--- src/rtl/mw_adder_seq_if.sv ---
// Handshake/operand bundle for mw_adder_seq: producer side (master) and adder side (slave).
// MW_ADDER_SEQ_SUB_EN adds the 'sub' request bit.
interface mw_adder_seq_if #(
    parameter int NBITS = 8,
    parameter int WORDS = 4
);
    logic                   in_valid;
    logic                   in_ready;
    logic [WORDS*NBITS-1:0] a;
    logic [WORDS*NBITS-1:0] b;
    logic                   cin;
`ifdef MW_ADDER_SEQ_SUB_EN
    logic                   sub;
`endif
    logic                   out_valid;
    logic                   out_ready;
    logic [WORDS*NBITS-1:0] sum;
    logic                   carry_out;
    logic                   overflow;
    logic                   busy;

`ifdef MW_ADDER_SEQ_SUB_EN
    modport master (
        output in_valid, a, b, cin, sub, out_ready,
        input  in_ready, out_valid, sum, carry_out, overflow, busy
    );
    modport slave (
        input  in_valid, a, b, cin, sub, out_ready,
        output in_ready, out_valid, sum, carry_out, overflow, busy
    );
`else
    modport master (
        output in_valid, a, b, cin, out_ready,
        input  in_ready, out_valid, sum, carry_out, overflow, busy
    );
    modport slave (
        input  in_valid, a, b, cin, out_ready,
        output in_ready, out_valid, sum, carry_out, overflow, busy
    );
`endif
endinterface

--- src/rtl/mw_adder_seq.sv ---
// Multi-word add sequencer: one shared NBITS-bit adder walks WORDS words LSW first.
// Define MW_ADDER_SEQ_SUB_EN to enable a-b via the 'sub' request bit.
module mw_adder_seq #(
    parameter int NBITS = 8,
    parameter int WORDS = 4,
    parameter int SIGND = 0
) (
    input  logic           clk,
    input  logic           rst,
    mw_adder_seq_if.slave  bus
);
    localparam int W    = WORDS * NBITS;
    localparam int IDXW = (WORDS > 1) ? $clog2(WORDS) : 1;

    typedef enum logic [1:0] {IDLE, RUN, DONE} state_t;

    state_t            state_q, state_d;
    logic [IDXW-1:0]   idx_q, idx_d;
    logic [W-1:0]      a_q, a_d;
    logic [W-1:0]      b_q, b_d;
    logic [W-1:0]      sum_q, sum_d;
    logic              carry_q, carry_d;
    logic              carry_out_q, carry_out_d;
    logic              overflow_q, overflow_d;
`ifdef MW_ADDER_SEQ_SUB_EN
    logic              sub_q, sub_d;
`endif

    int                base;
    logic [NBITS-1:0]  a_w, b_w, word_sum;
    logic              word_co;
    logic              ovf_word;

    // Shared word adder; b_q already holds the operand as fed (inverted for subtract).
    always_comb begin
        base               = NBITS * int'(idx_q);
        a_w                = a_q[base +: NBITS];
        b_w                = b_q[base +: NBITS];
        {word_co, word_sum} = {1'b0, a_w} + {1'b0, b_w} + {{NBITS{1'b0}}, carry_q};
        if (SIGND != 0) begin
            ovf_word = (~a_q[W-1] & ~b_q[W-1] &  word_sum[NBITS-1]) |
                       ( a_q[W-1] &  b_q[W-1] & ~word_sum[NBITS-1]);
        end else begin
`ifdef MW_ADDER_SEQ_SUB_EN
            ovf_word = word_co ^ sub_q;
`else
            ovf_word = word_co;
`endif
        end
    end

    always_comb begin
        // NOTE: every _d starts from its _q so no branch of the case can infer a latch.
        state_d     = state_q;
        idx_d       = idx_q;
        a_d         = a_q;
        b_d         = b_q;
        sum_d       = sum_q;
        carry_d     = carry_q;
        carry_out_d = carry_out_q;
        overflow_d  = overflow_q;
`ifdef MW_ADDER_SEQ_SUB_EN
        sub_d       = sub_q;
`endif
        case (state_q)
            IDLE: begin
                if (bus.in_valid) begin
                    a_d     = bus.a;
                    b_d     = bus.b;
                    carry_d = bus.cin;
                    idx_d   = '0;
                    state_d = RUN;
`ifdef MW_ADDER_SEQ_SUB_EN
                    sub_d   = bus.sub;
                    if (bus.sub) begin
                        b_d     = ~bus.b;
                        carry_d = 1'b1;
                    end
`endif
                end
            end
            RUN: begin
                sum_d[base +: NBITS] = word_sum;
                carry_d              = word_co;
                idx_d                = idx_q + 1'b1;
                if (idx_q == IDXW'(WORDS - 1)) begin
                    carry_out_d = word_co;
                    overflow_d  = ovf_word;
                    state_d     = DONE;
                end
            end
            DONE: begin
                if (bus.out_ready) state_d = IDLE;
            end
            default: state_d = IDLE;
        endcase
    end

    always_ff @(posedge clk or posedge rst) begin
        if (rst) begin
            state_q     <= IDLE;
            idx_q       <= '0;
            a_q         <= '0;
            b_q         <= '0;
            sum_q       <= '0;
            carry_q     <= 1'b0;
            carry_out_q <= 1'b0;
            overflow_q  <= 1'b0;
`ifdef MW_ADDER_SEQ_SUB_EN
            sub_q       <= 1'b0;
`endif
        end else begin
            // NOTE: non-blocking so every register samples the pre-edge _d values together.
            state_q     <= state_d;
            idx_q       <= idx_d;
            a_q         <= a_d;
            b_q         <= b_d;
            sum_q       <= sum_d;
            carry_q     <= carry_d;
            carry_out_q <= carry_out_d;
            overflow_q  <= overflow_d;
`ifdef MW_ADDER_SEQ_SUB_EN
            sub_q       <= sub_d;
`endif
        end
    end

    // in_ready is gated by rst so it reads 0 while reset is held.
    assign bus.in_ready  = (state_q == IDLE) && !rst;
    assign bus.out_valid = (state_q == DONE);
    assign bus.busy      = (state_q != IDLE);
    assign bus.sum       = sum_q;
    assign bus.carry_out = carry_out_q;
    assign bus.overflow  = overflow_q;
endmodule

--- src/flat_wrapper.sv ---
// flat-port wrapper written by rule: the top's interface ports become plain ports
module mw_adder_seq_flat 
#(
    parameter int NBITS = 8,
    parameter int WORDS = 4,
    parameter int SIGND = 0
)
  (clk, rst, bus_in_valid, bus_a, bus_b, bus_cin, bus_out_ready, bus_in_ready, bus_out_valid, bus_sum, bus_carry_out, bus_overflow, bus_busy);
  mw_adder_seq_if #(.NBITS(NBITS), .WORDS(WORDS)) bus_i ();
  input  logic clk;
  input  logic rst;
  input wire logic [$bits(bus_i.in_valid)-1:0] bus_in_valid;
  input wire logic [$bits(bus_i.a)-1:0] bus_a;
  input wire logic [$bits(bus_i.b)-1:0] bus_b;
  input wire logic [$bits(bus_i.cin)-1:0] bus_cin;
  input wire logic [$bits(bus_i.out_ready)-1:0] bus_out_ready;
  output wire logic [$bits(bus_i.in_ready)-1:0] bus_in_ready;
  output wire logic [$bits(bus_i.out_valid)-1:0] bus_out_valid;
  output wire logic [$bits(bus_i.sum)-1:0] bus_sum;
  output wire logic [$bits(bus_i.carry_out)-1:0] bus_carry_out;
  output wire logic [$bits(bus_i.overflow)-1:0] bus_overflow;
  output wire logic [$bits(bus_i.busy)-1:0] bus_busy;
  assign bus_i.in_valid = bus_in_valid;
  assign bus_i.a = bus_a;
  assign bus_i.b = bus_b;
  assign bus_i.cin = bus_cin;
  assign bus_i.out_ready = bus_out_ready;
  assign bus_in_ready = bus_i.in_ready;
  assign bus_out_valid = bus_i.out_valid;
  assign bus_sum = bus_i.sum;
  assign bus_carry_out = bus_i.carry_out;
  assign bus_overflow = bus_i.overflow;
  assign bus_busy = bus_i.busy;
  mw_adder_seq #(.NBITS(NBITS), .WORDS(WORDS), .SIGND(SIGND)) u_core (.clk(clk), .rst(rst), .bus(bus_i));
endmodule
--- config.mk ---
export PLATFORM = sky130hd
export DESIGN_NAME = mw_adder_seq_flat
export DESIGN_NICKNAME = d
export VERILOG_FILES = /design/src/rtl/mw_adder_seq_if.sv /design/src/rtl/mw_adder_seq.sv /design/src/flat_wrapper.sv
export SDC_FILE = /design/constraint.sdc
export NUM_CORES = 1
export LEC_CHECK = 0
export CAP_MARGIN = 20
export CORE_ASPECT_RATIO = 1.1
export CORE_UTILIZATION = 54
export CTS_CLUSTER_SIZE = 12
export DETAILED_ROUTE_END_ITERATION = 10
export PLACE_DENSITY = 0.85
export SKIP_CTS_REPAIR_TIMING = 1
export SYNTH_ARGS = -nofsm -noshare
export SYNTH_HDL_FRONTEND = slang
export SYNTH_SLANG_ARGS = --single-unit
--- constraint.sdc ---
create_clock -name clk -period 8.9 [get_ports clk]
set_input_delay 1.78 -clock clk [delete_from_list [all_inputs] [get_ports clk]]
set_output_delay 1.78 -clock clk [all_outputs]
set_load 0.005 [all_outputs]
**Word level (Yosys, flattened, before mapping)**

Cells that the tools add are included.

- Shift-type cells: 4
- Add/sub/neg operators: 4
- Reduce and logical (&&, ||, !) cells: 9
- Mux-type cells: 9
- Equality and inequality tests: 6

Operators with widths:

| cell | number |
|---|---|
| 32-bit by 6-bit indexed part select with 8-bit output | 2 |
| 5-bit negator with 33-bit output | 1 |
| 8-bit by 33-bit variable shift with 32-bit output, first input constant | 1 |
| 8-bit by 33-bit indexed part select with 32-bit output | 1 |
| 32-bit bitwise mux | 1 |
| 8-bit by 8-bit adder with 9-bit output | 1 |
| 9-bit by 1-bit adder with 9-bit output | 1 |
| 2-bit 2-to-1 mux | 4 |
| 2-bit case mux with 3 select lines | 1 |
| 2-bit AND reduction | 3 |
| 2-bit == test, second input constant | 2 |
| 2-bit != test, second input constant | 2 |
| 2-bit case mux with 2 select lines | 1 |
| 2-bit nonzero test | 2 |
| 3-bit AND reduction | 1 |
| 2-bit by 1-bit adder with 2-bit output, second input constant | 1 |
| 2-bit by 1-bit == test with 1-bit output, second input constant | 1 |
| 2-bit zero test | 1 |
| 2-bit by 1-bit != test with 1-bit output, second input constant | 1 |
| 1-bit case mux with 2 select lines | 1 |
| 1-bit logical AND | 1 |
| 1-bit zero test | 1 |
| 1-bit 2-to-1 mux | 1 |

- Bits in registers: 102

**Depth between registers and ports, before layout**

- Depth after elaboration: 5
- Depth in mapped cells: 10

**Worst setup path after synthesis**

Ideal clock, no wire load.

- Path type: input port to output port
- Start: input port rst
- End: output port bus_in_ready
- Slack: 5,234 ps
- Path buffers: 0
- Data arrival time: 1,886 ps
- Required time: 7,120 ps
- Stages: 1
- Cell sequence: nor2_1

- Longest elaborated chain between the ends: 2

Ends and longest elaborated chain:

| what | line | RTL |
|---|---|---|
| start, declared | flat_wrapper.sv:11 | `input logic rst;` |
| 1-bit zero test (no source line) | - |  |
| 1-bit logical AND | mw_adder_seq.sv:129 | `assign bus.in_ready = (state_q == IDLE) && !rst;` |
| end, declared | flat_wrapper.sv:17 | `output wire logic [$bits(bus_i.in_ready)-1:0] bus_in_ready;` |

Every way passes these cells.

**Final worst setup path**

Ends and elaborated chain as after synthesis.

==> out/qor.yml <==
io_pins: 106
synth.avg_cell_area_um2: 15.6
gp_congestion: 0.783
holdPathStages: 1
drt-wirelength-per-cell_um: 18.0
ant_nets: 0
power.leakage_nw: 2.53
drt_iter0_markers: 85
dpl.hpwl_mm: 6.91
cts_sinks: 102
clock_latency_ns: 0.36
syn_nets: 383
finClkSkew_ns: 0.0104
cp_data_arrival_time_ns: 2.86
core-area_um2: 8360
dr.pass1.iters: 4
crit_path_start_kind: "input pin"
final-setup-viol-count: 0
status: "complete, no violations"
port_buffers: 105
via_per_inst: 5.61
cts_tree: "done"
path_class: "in2out"
worstHoldPathType: "reg2reg"
drc: 0
endpoint_kind: "primary output"
ir_drop_mv: 0.213
hold_ws_ns: 0.499
dp_cells: 507
crit_fanout: 2
finalMaxSlewViolations: 0
final_hold_viol_count: 0
rrSetupSlack_ns: 5.13
rsz0062_at_grt: "false"
rr_worst_depth: 8
fmax_ghz: 0.215
tightest_slew_ns: 0.794
layout-drive-gt1-share_pct: 25.7
syn_inst: 299
fin_tns_setup_ns: 0
pwr_density_cell_nw_per_um2: 403
seq_area_frac_synth_pct: 54.7
fin_crit_ns: 4.64
fin_cells: 523
initial_core_util_pct: 55.8
drv_cap: 0
dpl_cell_area_um2: 5780
period_share_pct: 52.2
syn_area_um2: 4670
htreeDepth: 3
grt_max_degree: 65
cts_buffers: 9
die_h_um: 99.5
slew_headroom_pct: 47.1
grt_antenna_before_repair: 0
row_count: 35
clk_path_buf_depth: 2
cts.clk_slew.worst_paths_ns: 0.08
fillCellCount: 577
ys_warn_count: 0
die_w_um: 90.7
worstPathRequired_ns: 7.12
fin_area_um2: 6000
track_usage_pct: 22.7
overflow: 0
dieArea_um2: 9020
yosys_register_bits: 102
synth.distinct_cells: 36
final_nets: 491
grt_pass1_vias: 3114
wl_mm: 9.41
diodes: 0
root_buffer: "clkbuf_8"
vias: 2934
syn2layout_area_growth_pct: 28.5
grt_pass1_wl_mm: 15.6
-- stage by stage --
step / util (%) / total power, mW / worst slack, ns
floorplan: - / 1.75 / 4.44
detailed placement: 69.2 / 2.12 / 4.25
global placement: 69.2 / 2.05 / 4.26
finish: 71.7 / 2.42 / 4.26
global route: 71.7 / 2.59 / 4.22
CTS: 71.7 / 2.44 / 4.25
-- synth_stat cells (all sizes together) --
master | n | share of area (%)
o31ai | 1 | 0.16
a21oi | 7 | 0.75
buf | 10 | 2.1
a22o | 33 | 6.2
inv | 7 | 0.56
xor2 | 2 | 0.38
nand4b | 1 | 0.19
fa | 2 | 0.86
o211ai | 2 | 0.32
nor4b | 3 | 1.5
and3 | 1 | 0.13
or2 | 1 | 0.13
nand2 | 6 | 1.0
a211oi | 1 | 0.16
o22ai | 1 | 0.13
dfrtp | 102 | 55
xnor2 | 3 | 0.56
and2b | 1 | 0.16
ha | 13 | 3.5
a221oi | 1 | 0.19
mux4 | 16 | 7.7
nor4 | 1 | 0.46
a31oi | 2 | 0.27
nand3 | 1 | 0.11
a21o | 3 | 0.48
clkbuf | 2 | 0.16
nor2 | 6 | 0.64
o21ai | 2 | 0.21
o21bai | 2 | 0.32
mux2 | 66 | 16
-- cell families after synthesis --
| family | share of synthesized area [%] |
|---|---|
| flip-flops | 54.7 |
| multiplexers | 23.6 |
| buffers and inverters | 2.84 |
| XOR/XNOR | 0.938 |
| AO/OA/AOI/OAI | 9.19 |
| adder cells (fa/ha/maj) | 4.34 |
| AND/OR/NAND/NOR | 4.37 |
-- cell usage in the layout, fill, tap and decap left out, drive strengths merged, types with 2 or more instances in the layout --
cell,Yosys,layout
o21ai,2,2
nand2,6,6
mux4,16,16
a21oi,7,7
xor2,2,2
nor4b,3,3
fa,2,2
ha,13,13
a21o,3,3
buf,10,4
xnor2,3,3
nor2,6,6
dfrtp,102,102
clkbuf,2,11
bufinv,0,2
o21bai,2,2
inv,7,7
clkdlybuf4s50,0,105
o211ai,2,2
a31oi,2,2
mux2,66,66
clkinvlp,0,2
a22o,33,33
-- layer usage --
metal,share of wire [%],global-route usage (%),up-vias,wire (µm)
met5,0,0,-,0
met4,1.2,6.82,0,117
met3,4.6,5.12,11,437
met2,52,40.2,84,4860
met1,42,28.0,1490,3990
li1,-,-,1349,-
-- worst paths after layout --
| kind | start | end |
|---|---|---|
| worst min register to register | u_core.b_q[21] | u_core.b_q[21] |
| worst max register to register | u_core.idx_q[0] | u_core.bus.sum[22] |
| worst max-delay path | rst | bus_in_ready |
| max in group asynchronous | rst | u_core.a_q[23] |
| min in group asynchronous | rst | u_core.state_q[1] |
| worst min-delay path | u_core.b_q[21] | u_core.b_q[21] |
-- sequential cells by signal (all words and copies together), names as in the netlist --
name	count
u_core.a_q	32
u_core.b_q	32
u_core.bus.sum	32
u_core.idx_q	2
u_core.state_q	2
u_core.bus.carry_out	1
u_core.carry_q	1
-- power breakdown --
part / internal [mW] / switching (mW) / leakage [nW]
sequential: 0.667 / 0.131 / 1.26
clock: 0.159 / 0.153 / 0.0998
combinational: 0.659 / 0.649 / 1.16
total: 1.49 / 0.934 / 2.53
-- critical path, stage by stage --
cell             delay (ns)
clkdlybuf4s50_1        0.46
nor2_1                 0.12
clkdlybuf4s50_1        0.51
-- cell type report --
type / count / area [µm²] / share of cell area [%]
sequential: 102 / 2550 / 42.5
clock buffer: 11 / 131 / 2.19
timing repair buffer: 109 / 1080 / 18.0
clock inverter: 5 / 83.8 / 1.40
tap: 111 / 139 / 2.31
inverter: 7 / 28.8 / 0.480
multi-input combinational: 178 / 1980 / 33.1
Note: power is estimated with default switching activity, not from simulation.
